`config.mk`:
```
export PLATFORM = sky130hd
export DESIGN_NAME = pipeline_interlock_ctrl
export DESIGN_NICKNAME = d
export VERILOG_FILES = /design/src/rtl/pipeline_interlock_ctrl.sv
export SDC_FILE = /design/constraint.sdc
export NUM_CORES = 1
export LEC_CHECK = 0
export CAP_MARGIN = 20
export CORE_MARGIN = 1.5
export CORE_UTILIZATION = 49
export CTS_BUF_LIST = sky130_fd_sc_hd__clkbuf_4
export CTS_CLUSTER_SIZE = 8
export DETAILED_ROUTE_END_ITERATION = 10
export GPL_TIMING_DRIVEN = 0
export HOLD_SLACK_MARGIN = 0.15
export PLACE_DENSITY_LB_ADDON = 0.15
export SLEW_MARGIN = 40
export SYNTH_ARGS = -nofsm -noshare
export SYNTH_HDL_FRONTEND = slang
export SYNTH_SLANG_ARGS = --single-unit
```
`constraint.sdc`:
```
create_clock -name clk -period 2.7 [get_ports clk]
set_clock_uncertainty 0.15 [all_clocks]
set_input_delay 0.54 -clock clk [delete_from_list [all_inputs] [get_ports clk]]
set_output_delay 0.54 -clock clk [all_outputs]
set_load 0.02 [all_outputs]
```
`src/rtl/pipeline_interlock_ctrl.sv`:
```
// Hazard/sequencing controller: forwarding selects, load/branch interlocks, redirect flush, memory-wait freeze.
// Latency: hazard outputs are combinational (zero cycle); FSM, wait counter, timeout flag and stall counter are registered.
// Backpressure: freeze holds the whole pipeline while data memory has not acked; interlocks hold PC and IF/ID and bubble ID/EX.
module pipeline_interlock_ctrl #(
    parameter int MAX_WAIT = 16,
    parameter int CNT_W    = 32
) (
    input  logic             clk,
    input  logic             clr,
    input  logic [4:0]       id_rs,
    input  logic [4:0]       id_rt,
    input  logic             id_use_rs,
    input  logic             id_use_rt,
    input  logic             id_branch,
    input  logic [1:0]       pcsource,
    input  logic [4:0]       ex_rn,
    input  logic             ex_wreg,
    input  logic             ex_m2reg,
    input  logic [4:0]       mem_rn,
    input  logic             mem_wreg,
    input  logic             mem_m2reg,
    input  logic             mem_req,
    input  logic             mem_ack,
    output logic [1:0]       fwda,
    output logic [1:0]       fwdb,
    output logic             wpcir,
    output logic             id_bubble,
    output logic             if_flush,
    output logic             freeze,
    output logic             mem_timeout,
    output logic [CNT_W-1:0] stall_cycles
);

    typedef enum logic {RUN = 1'b0, MWAIT = 1'b1} state_t;

    localparam logic [7:0] MAX_W = 8'(MAX_WAIT);

    state_t     state, state_nxt;
    logic [7:0] wait_cnt, wait_nxt;
    logic       ld_stall, br_stall;

    // Operand source for one register: EX ALU result beats MEM, r0 never forwarded.
    function automatic logic [1:0] fwd_sel(input logic [4:0] r,
                                           input logic [4:0] e_rn, input logic e_w, input logic e_ld,
                                           input logic [4:0] m_rn, input logic m_w, input logic m_ld);
        logic [1:0] sel;
        sel = 2'b00;
        if (r != 5'd0) begin
            if (e_w && !e_ld && e_rn == r)
                sel = 2'b01;
            else if (m_w && m_rn == r)
                sel = m_ld ? 2'b11 : 2'b10;
        end
        return sel;
    endfunction

    // Memory-wait FSM state register.
    always_ff @(posedge clk or posedge clr) begin
        if (clr)
            state <= RUN;
        else
            state <= state_nxt;
    end

    // Next state and freeze: an ack in the request cycle never freezes.
    always_comb begin
        state_nxt = state;
        freeze    = 1'b0;
        case (state)
            RUN: begin
                if (mem_req && !mem_ack) begin
                    state_nxt = MWAIT;
                    freeze    = 1'b1;
                end
            end
            MWAIT: begin
                if (mem_ack)
                    state_nxt = RUN;
                else
                    freeze = 1'b1;
            end
            default: state_nxt = RUN;
        endcase
    end

    // Wait counter counts frozen cycles (including the request cycle), saturating at MAX_WAIT.
    always_comb begin
        wait_nxt = 8'd0;
        if (freeze)
            wait_nxt = (wait_cnt == MAX_W) ? MAX_W : wait_cnt + 8'd1;
    end

    // Wait counter, sticky timeout and saturating stall counter.
    always_ff @(posedge clk or posedge clr) begin
        if (clr) begin
            wait_cnt     <= 8'd0;
            mem_timeout  <= 1'b0;
            stall_cycles <= '0;
        end else begin
            wait_cnt <= wait_nxt;
            if (freeze && wait_nxt == MAX_W)
                mem_timeout <= 1'b1;
            if (!wpcir && stall_cycles != {CNT_W{1'b1}})
                stall_cycles <= stall_cycles + CNT_W'(1);
        end
    end

    // Forwarding selects and interlock detection.
    always_comb begin
        fwda     = fwd_sel(id_rs, ex_rn, ex_wreg, ex_m2reg, mem_rn, mem_wreg, mem_m2reg);
        fwdb     = fwd_sel(id_rt, ex_rn, ex_wreg, ex_m2reg, mem_rn, mem_wreg, mem_m2reg);
        ld_stall = ex_wreg && ex_m2reg && (ex_rn != 5'd0) &&
                   ((id_use_rs && ex_rn == id_rs) || (id_use_rt && ex_rn == id_rt));
        // The ID branch comparator reads the regfile/forward paths, which cannot carry EX results.
        br_stall = id_branch && ex_wreg && (ex_rn != 5'd0) &&
                   (ex_rn == id_rs || ex_rn == id_rt);
    end

    // Pipeline control priority: freeze, then interlock bubble, then redirect flush.
    always_comb begin
        wpcir     = 1'b1;
        id_bubble = 1'b0;
        if_flush  = 1'b0;
        if (freeze) begin
            wpcir = 1'b0;
        end else if (ld_stall || br_stall) begin
            wpcir     = 1'b0;
            id_bubble = 1'b1;
        end else if (pcsource != 2'b00) begin
            if_flush = 1'b1;
        end
    end

endmodule

```
* After elaboration in Yosys (flattened, before gate mapping)
Cells that the tools add are included.
Word-level totals: bits in registers 42, input bits 33, output and inout port bits 41, logic and storage cells 59
Cells by class: add/subtract/negate cells 2, equality and inequality tests 7, multiplexer cells 19, bitwise gates (word level) 1, reductions and logical operators 26
Operators with widths (number):
- adder 32 x 1 -> 32 bit (second input constant) | 1
- inequality test 32 bit (second input constant) | 1
- == test 5 bit | 4
- == test 8 x 5 -> 1 bit (second input constant) | 2
- logical AND 1 bit | 16
- 2-to-1 mux 8 bit | 2
- nonzero test 5 bit | 3
- 2-to-1 mux 2 bit | 6
- 2-to-1 mux 1 bit | 10
- adder 8 x 1 -> 8 bit (second input constant) | 1
- zero test 1 bit | 3
- logical OR 1 bit | 3
- one-hot mux 1 bit (2 select lines) | 1
- nonzero test 2 bit | 1
- NOT 1 bit | 1

* Longest topological paths before layout
depth after elaboration 9, gate-level depth with buffers 7, gate-level depth less buffers 6

* Worst setup path after synthesis
No wires, ideal clock.
path kind input -> output, start point input port ex_rn[0], end point output port if_flush, data arrival time 1.979 ns, data required time 2.010 ns, path slack 0.031 ns, cell stages on the path 6, buffers on the path 1, cells stage by stage or4_1 > o21ai_1 > inv_1 > a21oi_2 > buf_2 > o21a_1
Between the ends: cells in the longest elaborated chain, start to end 7, elaborated cells on any way between the ends 14, classes of those cells eq/ne (2); mux (2); reduce/logical (10)
Ends and longest elaborated chain:
- start, declared | RTL line 16 | input logic [4:0] ex_rn,
- == test 5 bit | RTL line 113, 116
- logical AND 1 bit | RTL line 113 | ((id_use_rs && ex_rn == id_rs) || (id_use_rt && ex_rn == id_rt));
- logical OR 1 bit | RTL line 113
- logical AND 1 bit | RTL line 112 | ld_stall = ex_wreg && ex_m2reg && (ex_rn != 5'd0) &&
- logical OR 1 bit (*) | RTL line 126 | end else if (ld_stall || br_stall) begin
- 2-to-1 mux 1 bit (*) | RTL line 126
- 2-to-1 mux 1 bit (*) | RTL line 124 | if (freeze) begin
- end, declared | RTL line 28 | output logic if_flush,
Every way passes the cells marked *; elsewhere a longest branch is shown, timed or not.

* Worst setup path in the final report
Ends and elaborated chain as after synthesis.

==> impl_metrics.csv <==
group,metric,value,unit
global_routing,grt_max_degree,43,
clock_tree,clk_pin_slew,0.12,ns
clock_tree,cts_sinks,42,
run,maxCapViolations,0,
power,combinationalPowerShare,31.6,%
route,first_pass_iters,4,
global_routing,met1_usage,26.0,%
layout,drive_gt1_share,14.2,%
place,routabilityCongestion,0.831,
yosys,synth-seq-cells,42,
die,die_h,74.5,microns
clock_tree,numCtsBuffers,5,
route,detail-route-antenna-nets,0,
worst_setup_path,critPathKind,"input port to primary output",
route,drc,0,
power,p_switching,0.000556,W
timing,max-slew-margin-rel,65.5,%
global_routing,grt_use_total,21.4,%
yosys,ys_async_sr_fraction,100,%
yosys,synth_area,2510,sq um
clock_tree,htree_levels,2,
timing,worst_slew_pin_slew,0.516,ns
place,dp.cells,388,
power,peakVddDrop,0.333,mV
yosys,yosys_warnings,0,
clock_tree,postCtsHoldBufs,0,
place,dp_hpwl,4.34,mm
die,die-area,5550,sq um
yosys,synth_edf_count,0,
yosys,avgSynthCellArea,10.1,sq um
route,viasPerCell,5.41,
die,initial_core_util,52.0,%
layout,finalNetCount,367,
worst_setup_path,required,2.01,ns
global_routing,antenna_found_initial,0,
route,wire_per_inst,14.6,microns
timing,fmax,0.376,GHz
layout,fin_cells,399,
worst_setup_path,critPathLaunchType,"input port",
global_routing,met2_usage,38.7,%
power,share_seq_of_total_power,49.4,%
status,status,"finished clean",
yosys,ys.flop_type,"dfrtp_1",
layout,diodes,0,
die,die_w,74.5,microns
yosys,ys_seq_area_share,41.9,%
timing,setup_tns,0,ns
clock_tree,insertion_delay,0.35,ns
clock_tree,cts_tree,"built",
route,wl,5.81,mm
yosys,synth_cell_type_count,43,
power,p_sw_share,34.6,%
die,ios,74,
power,p_leak,1.49,nW
timing,rsz0062_at_grt,"yes",
die,row_count,25,
route,detail_route.iter0.violations,93,
layout,nFillCells,383,
global_routing,global_route.usage.met3,5.69,%
layout,syn2layout_area_growth,35.8,%
global_routing,grt_pass1_vias,2018,
timing,drv_slew,0,
worst_setup_path,path_max_fanout,4,
timing,finalSetupViolCount,0,
power,pwr-share-clk,19.0,%
timing,layout_min_cycle_time,2.66,ns
clock_tree,cts_root_buffer,"clkbuf_4",
place,portBuffers,73,
power,p_int,0.00105,W
global_routing,grt_pass1_wl,9.18,mm
worst_setup_path,crit_arrival,1.97,ns
route,vias,2159,
yosys,synthCells,248,
die,core_area,4820,sq um
global_routing,overflow,0,
clock_tree,cts_buffer_depth,2,
power,power.density,472,nW/um^2
worst_setup_path,end_kind,"primary output",
timing,hold_viol_final,0,
global_routing,grt.busiest_layer,"met2",
yosys,synth_nets,284,
timing,post-route-period-util,98.5,%
hold_path,min_path_type,"flip-flop to flip-flop",
-- cell type report --
cell class	count	area, sq um	share of cell area [%]
tap	67	83.8	2.46
clock buffer	5	37.5	1.10
multi-input combinational	190	1420	41.6
clock inverter	3	16.3	0.478
buffer	6	42.5	1.25
sequential	42	1050	30.9
inverter	10	43.8	1.29
timing repair buffer	76	713	21.0
-- state kept, by name, indices dropped and copies added (netlist names) --
name / cells
mem_timeout: 1
stall_cycles: 32
state: 1
wait_cnt: 8
-- timing repair --
| action | CTS | global route |
|---|---|---|
| setup endpoints to repair | 8 | 7 |
| setup buffers | 3 | 0 |
| resized for setup | 50 | 19 |
| pin swaps | 3 | 5 |
| endpoints found under the hold margin | 0 | 0 |
| cloned | 0 | 0 |
-- layer usage --
layer	part of all wire [%]	vias up
met5	0	-
met1	43	1026
met2	51	74
met4	0.64	0
met3	5.6	4
li1	-	1055
-- worst max-delay path, cell delays in order --
cell	delay, ns
clkbuf_2	0.11
or4_1	0.51
o21ai_1	0.14
inv_1	0.09
a21oi_4	0.18
buf_6	0.14
o21a_1	0.14
buf_6	0.12
-- placed cells by master, fill, tap and decap left out, types with 5 or more instances in the layout --
cell and count:
xnor2_1 27, nor2_1 15, clkdlybuf4s50_1 46, dfrtp_1 42, buf_2 6, nand4_1 7
buf_4 6, dlygate4sd2_1 10, nor4_2 5, nor4_1 10, nand2_1 14, clkbuf_4 5
inv_1 8, nand3_1 16, nor3_1 9, and3_1 6, xor2_1 31, dlymetal6s2s_1 6
-- cell usage after synthesis (2+ instances only) --
| master | count | area share [%] |
|---|---|---|
| buf_4 | 3 | 0.90 |
| buf_2 | 2 | 0.40 |
| nor4b_2 | 2 | 1.2 |
| inv_1 | 10 | 1.5 |
| a21o_1 | 2 | 0.60 |
| and2_1 | 4 | 1.0 |
| and4_4 | 2 | 0.90 |
| nand3_1 | 16 | 3.2 |
| nor4_1 | 12 | 3.0 |
| nor4b_1 | 4 | 1.4 |
| and4_1 | 2 | 0.70 |
| or4_1 | 3 | 0.90 |
| nor3_1 | 9 | 1.8 |
| nand4b_1 | 4 | 1.4 |
| xor2_1 | 31 | 11 |
| nand2_1 | 14 | 2.1 |
| o21ai_0 | 2 | 0.40 |
| and3_1 | 6 | 1.5 |
| nand4_1 | 7 | 1.7 |
| nor2_1 | 17 | 2.5 |
| ha_1 | 3 | 1.5 |
| dfrtp_1 | 42 | 42 |
| nor4_2 | 3 | 1.5 |
| or3_4 | 2 | 0.90 |
| nand3b_1 | 2 | 0.60 |
| xnor2_1 | 27 | 9.4 |
-- stage by stage --
stage                     hold WS [ns]  util [%]  worst slack, ns  cell area [sq um]  total power, W
final                            0.335      70.6           0.0417               3400         0.00161
after global routing             0.355      70.6         -0.00971               3400         0.00169
after CTS                        0.346      70.7          -0.0875               3410         0.00161
after detailed placement         0.313      69.0            -1.07               3320         0.00131
after global placement           0.306      68.9            -1.06               3320         0.00130
after floorplan                  0.302         -           0.0313               2510         0.00105
-- power by group through the flow --
stage | registers, W | clock network, W | logic, W
final | 0.000794 | 0.000305 | 0.000507
after global routing | 0.000803 | 0.000341 | 0.000551
after CTS | 0.000793 | 0.000311 | 0.000508
after global placement | 0.000803 | 0 | 0.000496
after floorplan | 0.000870 | 0 | 0.000177
after detailed placement | 0.000803 | 0 | 0.000504
-- final timing paths --
check,start,endpoint,slack [ns],cells after the start
hold reg to reg,mem_timeout$_DFFE_PP0P_,mem_timeout$_DFFE_PP0P_,0.34,2
min in group asynchronous,clr,stall_cycles[15]$_DFFE_PP0P_,0.42,2
hold / removal,mem_timeout$_DFFE_PP0P_,mem_timeout$_DFFE_PP0P_,0.34,2
setup reg to reg,stall_cycles[18]$_DFFE_PP0P_,stall_cycles[12]$_DFFE_PP0P_,0.29,6
max in group asynchronous,clr,stall_cycles[4]$_DFFE_PP0P_,1.63,2
setup / recovery,ex_rn[0],if_flush,0.04,8
-- cells by family after synthesis --
family	synth area share (%)
compound gates	3.99
fa+ha+maj	1.50
simple gates	28.9
mux	0.449
xor+xnor	20.3
flops	41.9
buf+inv	2.95
Power figures use the tool's default switching activity.
